### config.mk
export PLATFORM = sky130hd
export DESIGN_NAME = fifo_reader
export DESIGN_NICKNAME = d
export VERILOG_FILES = /design/src/rtl/fifo_reader_pkg.sv /design/src/rtl/fifo_reader_skid.sv /design/src/rtl/fifo_reader.sv
export SDC_FILE = /design/constraint.sdc
export NUM_CORES = 1
export LEC_CHECK = 0
export BUFFER_PORTS_ARGS = -buffer_cell sky130_fd_sc_hd__buf_2
export CAP_MARGIN = 10
export CORE_MARGIN = 2
export CORE_UTILIZATION = 40
export CTS_CLUSTER_DIAMETER = 100
export DETAILED_ROUTE_END_ITERATION = 12
export PLACE_DENSITY = 0.7
export SLEW_MARGIN = 20
export SYNTH_ARGS = -nofsm -noshare
export SYNTH_HDL_FRONTEND = slang
export SYNTH_SLANG_ARGS = --single-unit
### constraint.sdc
create_clock -name clk -period 2.7 [get_ports clk]
set_input_delay 0.54 -clock clk [delete_from_list [all_inputs] [get_ports clk]]
set_output_delay 0.54 -clock clk [all_outputs]
set_load 0.03 [all_outputs]
### src/rtl/fifo_reader_pkg.sv
// Shared types and constants for the fifo_reader block.
// Occupancy encoding doubles as the number of buffered words.
package fifo_reader_pkg;

    localparam int unsigned COUNT_W = 16;

    typedef enum logic [1:0] {
        S_ZERO = 2'd0,
        S_ONE  = 2'd1,
        S_TWO  = 2'd2
    } occ_e;

    function automatic logic [1:0] occ_level(occ_e occ);
        logic [1:0] level;
        level = 2'd0;
        case (occ)
            S_ONE:   level = 2'd1;
            S_TWO:   level = 2'd2;
            default: level = 2'd0;
        endcase
        return level;
    endfunction

endpackage

### src/rtl/fifo_reader_skid.sv
// Two-entry in-order output buffer: head register feeds the consumer, tail absorbs
// one extra word while the consumer stalls.
module fifo_reader_skid
    import fifo_reader_pkg::*;
#(
    parameter int unsigned WIDTH = 8
) (
    input  logic             clk,
    input  logic             reset,
    input  logic             push_i,
    input  logic             pop_i,
    input  logic             flush_i,
    input  logic [WIDTH-1:0] data_i,
    output logic [WIDTH-1:0] data_o,
    output occ_e             occ_o
);

    occ_e             occ_q, occ_d;
    logic [WIDTH-1:0] head_q, head_d;
    logic [WIDTH-1:0] tail_q, tail_d;

    always_comb begin
        occ_d  = occ_q;
        head_d = head_q;
        tail_d = tail_q;
        if (flush_i) begin
            occ_d = S_ZERO;
        end else begin
            unique case (occ_q)
                S_ZERO: begin
                    if (push_i) begin
                        head_d = data_i;
                        occ_d  = S_ONE;
                    end
                end
                S_ONE: begin
                    if (push_i && pop_i) begin
                        head_d = data_i;
                    end else if (push_i) begin
                        tail_d = data_i;
                        occ_d  = S_TWO;
                    end else if (pop_i) begin
                        occ_d = S_ZERO;
                    end
                end
                S_TWO: begin
                    if (pop_i) begin
                        head_d = tail_q;
                        if (push_i) begin
                            tail_d = data_i;
                        end else begin
                            occ_d = S_ONE;
                        end
                    end
                end
                default: occ_d = S_ZERO;
            endcase
        end
    end

    always_ff @(posedge clk or posedge reset) begin
        if (reset) begin
            occ_q  <= S_ZERO;
            head_q <= '0;
            tail_q <= '0;
        end else begin
            occ_q  <= occ_d;
            head_q <= head_d;
            tail_q <= tail_d;
        end
    end

    assign data_o = head_q;
    assign occ_o  = occ_q;

    // The read throttle upstream must never let a word arrive with nowhere to go.
    a_no_overflow: assert property (@(posedge clk) disable iff (reset)
        !(push_i && !pop_i && occ_q == S_TWO));

endmodule

### src/rtl/fifo_reader.sv
// Pulls words from a FIFO RAM (one-cycle read latency) into a two-entry output buffer.
// Define FIFO_READER_COUNT_EN to add the drain_count output.
module fifo_reader
    import fifo_reader_pkg::*;
#(
    parameter int unsigned WIDTH = 8
) (
    input  logic               clk,
    input  logic               reset,
    input  logic               fifo_empty,
    output logic               fifo_rd,
    input  logic [WIDTH-1:0]   fifo_data,
    input  logic               flush,
    output logic               out_valid,
    input  logic               out_ready,
`ifdef FIFO_READER_COUNT_EN
    output logic [COUNT_W-1:0] drain_count,
`endif
    output logic [WIDTH-1:0]   out_data
);

    occ_e       occ;
    logic       inflight_q;
    logic       pop;
    logic       capture;
    logic [1:0] committed;

    assign out_valid = (occ != S_ZERO);
    assign pop       = out_valid & out_ready;
    // Words already buffered plus the one still coming back from the RAM.
    assign committed = occ_level(occ) + {1'b0, inflight_q};
    assign fifo_rd   = ~reset & ~fifo_empty & ~flush & ((committed < 2'd2) | pop);
    assign capture   = inflight_q & ~flush;

    always_ff @(posedge clk or posedge reset) begin
        if (reset) begin
            inflight_q <= 1'b0;
        end else begin
            inflight_q <= fifo_rd;
        end
    end

    fifo_reader_skid #(
        .WIDTH (WIDTH)
    ) u_skid (
        .clk     (clk),
        .reset   (reset),
        .push_i  (capture),
        .pop_i   (pop),
        .flush_i (flush),
        .data_i  (fifo_data),
        .data_o  (out_data),
        .occ_o   (occ)
    );

`ifdef FIFO_READER_COUNT_EN
    logic [COUNT_W-1:0] count_q;

    always_ff @(posedge clk or posedge reset) begin
        if (reset) begin
            count_q <= '0;
        end else if (pop) begin
            count_q <= count_q + 1'b1;
        end
    end

    assign drain_count = count_q;
`endif

endmodule

# Word level (Yosys, flattened, before mapping)

Index checks and enable logic that the tools add are counted.

Logic and storage cells: 51
Output and inout port bits: 10
Flip-flop bits (word level): 19

Bitwise gates (word level): 9
Muxes and demuxes: 17
Add/subtract/negate cells: 1
Magnitude comparators: 1
Eq/ne operators: 11
Reduce and logical (&&, ||, !) cells: 8

Operator list:

| cell                                                                   | count |
|---|---|
| 8-bit 2-to-1 mux                                                       | 6 |
| 8-bit case mux with 3 select lines                                     | 1 |
| 8-bit case mux with 2 select lines                                     | 1 |
| 2-bit 2-to-1 mux                                                       | 7 |
| 5-bit AND reduction                                                    | 2 |
| 3-bit != test (second input constant)                                  | 3 |
| 2-bit case mux with 3 select lines                                     | 1 |
| 1-bit AND                                                              | 5 |
| 2-bit by 1-bit != test with 1-bit output (second input constant)       | 2 |
| 2-bit != test (second input constant)                                  | 2 |
| 4-bit by 3-bit != test with 1-bit output (second input constant)       | 1 |
| 2-bit case mux with 2 select lines                                     | 1 |
| 4-bit AND reduction                                                    | 1 |
| 2-bit nonzero test                                                     | 2 |
| 3-bit by 2-bit != test with 1-bit output (second input constant)       | 1 |
| 1-bit inverter                                                         | 3 |
| 3-bit nonzero test                                                     | 1 |
| 2-bit by 1-bit adder with 2-bit output                                 | 1 |
| 2-bit by 1-bit equality test with 1-bit output (second input constant) | 1 |
| 2-bit equality test (second input constant)                            | 1 |
| 2-bit zero test                                                        | 1 |
| 2-bit less-than comparator (second input constant)                     | 1 |
| 1-bit logical AND                                                      | 1 |
| 1-bit bitwise OR                                                       | 1 |

# Longest topological paths before layout

Depth in word-level cells: 7
Gate-level depth with buffers: 5
Gate-level depth less buffers: 3

# Cells and area by module

A second synthesis with hierarchy kept.

Cell total of the unflattened synthesis: 86
Area total of the unflattened synthesis: 964.7 um^2

By module, submodules not included:

| module           | cells an instance | instances | area each (um^2) | seq. area each (um^2) |
|---|---|---|---|---|
| fifo_reader_skid | 77                | 1         | 880.8            | 450.4 |
| fifo_reader      | 9                 | 1         | 83.8             | 25.0 |

# Least setup slack after synthesis

No wires, ideal clock.

Kind: reg-to-output
Start: register u_skid.occ_q[1] (netlist: u_skid.occ_o[1])
End: output port fifo_rd
Data arrival time: 2.504 ns
Stages on the path, launching flop included: 6
Path buffers: 2
Slack: -0.344 ns
Cell sequence: dfrtp_1 > buf_6 > nand2b_1 > buf_2 > o21ai_0 > a2111oi_0

Longest elaborated chain between the ends: 6
Elaborated cells on any way between the ends: 9
Those cells by class: add/sub (1); order compare (1); eq/ne (2); mux (1); bitwise (3); reduce/logical (1)

Ends and longest elaborated chain:

| item                                                                                  | RTL line               | text |
|---|---|---|
| start: declaration                                                                    | fifo_reader_skid.sv:18 | `occ_e occ_q, occ_d;` |
| start signal: assignment                                                              | fifo_reader_skid.sv:63 | `occ_q <= S_ZERO;` |
| start signal: assignment                                                              | fifo_reader_skid.sv:67 | `occ_q <= occ_d;` |
| 2-bit equality test or 2-bit by 1-bit equality test with 1-bit output (tied branches) | fifo_reader_pkg.sv:16  | `case (occ)` |
| 2-bit case mux with 2 select lines                                                    | fifo_reader_pkg.sv:16  |  |
| 2-bit by 1-bit adder with 2-bit output                                                | fifo_reader.sv:31      | `assign committed = occ_level(occ) + {1'b0, inflight_q};` |
| 2-bit less-than comparator                                                            | fifo_reader.sv:32      | `assign fifo_rd = ~reset & ~fifo_empty & ~flush & ((committed < 2'd2) \| pop);` |
| 1-bit bitwise OR *                                                                    | fifo_reader.sv:32      |  |
| 1-bit AND *                                                                           | fifo_reader.sv:32      |  |
| end: declaration                                                                      | fifo_reader.sv:11      | `output logic fifo_rd,` |

Every way passes the cells marked *; elsewhere a longest branch is shown, timed or not.

# Worst setup path after layout

Ends and elaborated chain as after synthesis.

==> impl_metrics.py <==
metrics = {
    "pwr": {
        "powerDensity_mw_per_mm2": 610,
        "p_total_w": 0.000685,
        "clkPwrFrac_pct": 20.7,
        "seqPwrFrac_pct": 51.4,
        "internal-power_w": 0.000461,
        "switching_power_w": 0.000224,
        "netSwitchingFraction_pct": 32.7,
        "vdd_drop_max_mv": 0.408,
        "p_leak_nw": 0.517,
        "power_frac_comb_pct": 27.9,
    },
    "routing": {
        "remaining_drc_errors": 0,
        "drt_iter0_drc": 14,
        "ant_nets": 0,
        "wirelength_mm": 1.64,
        "drtPass1Iterations": 5,
        "wl_per_cell_microns": 13.4,
        "vias": 621,
        "viasPerCell": 5.09,
    },
    "worst_setup_path": {
        "crit_fanout": 8,
        "cp-start-kind": "register",
        "crit_required_ps": 2160,
        "crit_type": "reg2out",
        "cp.arrival_ps": 1800,
        "crit_path_end_kind": "output port",
    },
    "grt": {
        "grt_pass1_wl_mm": 2.62,
        "grt_max_degree": 20,
        "grt_usage_pct": 13.2,
        "globalRoute.totalOverflow": 0,
        "antenna_found_initial": 0,
        "grt_pass1_vias": 621,
    },
    "cts": {
        "cts_tree": "done",
        "cts_buffer_depth": 2,
        "root_buffer": "clkbuf_4",
        "cts_sinks": 19,
        "clock_latency_ps": 290,
        "postCtsSetupRepairBufs": 0,
        "ctsHoldBuffers": 0,
        "cts.repair.resized": 0,
        "cts_made_buffers": 3,
        "clk_pin_slew_ps": 110,
        "cts.htree.levels": 1,
    },
    "placement": {
        "place_inst": 118,
        "placed_area_sq_mm": 0.00110,
        "place_congestion": 0.738,
        "place_hpwl_mm": 1.21,
        "port_buffers": 22,
    },
    "synthesis": {
        "syn_nets": 83,
        "synthFlopType": "dfrtp_1",
        "synth_area_sq_um": 963,
        "yosysMostFrequentCell": "mux2_2",
        "synthDistinctLibCells": 22,
        "avgSynthCellArea_sq_um": 13.8,
        "synth_common_cells": "mux2_2, dfrtp_1, inv_1",
        "yosysSeqAreaShare_pct": 49.4,
        "synth.area.top_cells": "dfrtp_1, mux2_2, o32ai_4",
        "yosys.area.top_type": "dfrtp_1",
        "synthArstFlopShare_pct": 100,
        "synth_edf_count": 0,
        "synth_top_area_share_pct": 49.4,
        "yosys_warnings": 0,
        "ys_ff_latch": 19,
        "syn_inst": 70,
    },
    "flow_run": {
        "max_cap_violations": 0,
    },
    "die": {
        "dieArea_sq_mm": 0.00282,
        "pin_count": 23,
        "die_width_microns": 53.1,
        "core_area_sq_mm": 0.00225,
        "std_cell_rows": 17,
        "die_h_microns": 53.1,
        "start_util_pct": 42.7,
    },
    "timing": {
        "fmaxAchievable_ghz": 0.428,
        "fin_skew_ps": 7.63,
        "fin_crit_sh_pct": 86.6,
        "timing.setup.tns_ps": 0,
        "rsz0062_at_grt": "false",
        "hold_viol": 0,
        "layout_min_cycle_time_ps": 2340,
        "worstMarginPinSlew_ps": 706,
        "relSlewSlack_pct": 52.9,
        "final_max_slew_viol_count": 0,
        "finalSetupViolCount": 0,
    },
    "run_status": {
        "status": "completed",
    },
    "layout": {
        "fin_nets": 108,
        "area_growth_pct": 16.6,
        "diodes": 0,
        "final_util_pct": 49.8,
        "fin_cells": 122,
        "drive_gt1_share_pct": 62.8,
        "final_area_sq_mm": 0.00112,
    },
    "min_path": {
        "min_path_type": "in2async",
    },
}
layout by cell type (no fill, tap or decap):
| master | n |
|---|---|
| nand3b_1 | 2 |
| clkinv_2 | 1 |
| or3b_4 | 1 |
| or3b_2 | 1 |
| nand2b_4 | 1 |
| a21oi_4 | 1 |
| o32a_1 | 1 |
| nor2_1 | 1 |
| mux2i_1 | 1 |
| a21oi_1 | 2 |
| buf_4 | 1 |
| buf_2 | 22 |
| clkbuf_4 | 3 |
| a2111oi_1 | 1 |
| nand2b_1 | 2 |
| nor2b_1 | 1 |
| o21ai_0 | 1 |
| nand2_1 | 1 |
| dfrtp_1 | 19 |
| or2_2 | 2 |
| inv_1 | 3 |
| mux2_2 | 24 |
| o32ai_4 | 1 |
| o21ba_2 | 1 |
cell families after synthesis:
logic type	synth area share [%]
buf+inv	3.38
simple gates	9.09
mux	29.1
flops	49.4
compound gates	9.09
flip-flops by register name, indices dropped and copies added, names as in the netlist:
register       count
u_skid.occ_o       2
u_skid.tail_q      8
u_skid.data_o      8
inflight_q         1
critical path: stages (launching register included):
cell	delay, ps
dfrtp_1	500
nand2b_4	210
o21ai_0	90
a2111oi_1	440
buf_2	270
power by group through the flow:
stage / Clock (W) / Sequential, W / Combinational [W]
global route: 0.000160 / 0.000358 / 0.000204
global placement: 0 / 0.000355 / 0.000191
finish: 0.000142 / 0.000352 / 0.000191
CTS: 0.000152 / 0.000353 / 0.000194
detailed placement: 0 / 0.000358 / 0.000194
floorplan: 0 / 0.000423 / 0.0000698
cell type report:
class | count | area (sq um)
clock buffers | 3 | 22.5
clock inverters | 1 | 5.00
fillers | 221 | 1130
inverters | 3 | 11.3
multi-input cells | 45 | 457
flip-flops and latches | 19 | 475
well taps | 28 | 35.0
repair buffers | 23 | 118
through the flow:
stage / hold WS [ps] / worst slack, ps
CTS: 368 / 328
global route: 385 / 237
detailed placement: 490 / 681
global placement: 484 / 716
floorplan: 477 / 61.5
finish: 347 / 363
routing by layer:
| metal | global-route usage [%] | vias up | share of wire, % |
|---|---|---|---|
| met5 | 0 | - | 0 |
| met4 | 7.69 | 0 | 0.98 |
| met3 | 2.54 | 2 | 3.8 |
| met2 | 21.9 | 14 | 51 |
| met1 | 15.9 | 309 | 44 |
| li1 | - | 296 | - |
worst paths after layout:
kind                                                   start                           end  slack (ps)  depth (start not counted)
max in group asynchronous                              reset  u_skid.data_o[5]$_DFFE_PP0P_        1900                          2
worst max-delay path             u_skid.occ_o[1]$_DFFE_PP0P_                       fifo_rd         360                          4
min in group clk                                  fifo_empty          inflight_q$_DFF_PP0_         400                          2
worst max register to register   u_skid.occ_o[1]$_DFFE_PP0P_  u_skid.tail_q[5]$_DFFE_PP0P_         990                          3
worst min-delay path                                   reset  u_skid.tail_q[4]$_DFFE_PP0P_         350                          2
worst min register to register  u_skid.data_o[7]$_DFFE_PP0P_  u_skid.data_o[7]$_DFFE_PP0P_         510                          1
Power figures use the tool's default switching activity.
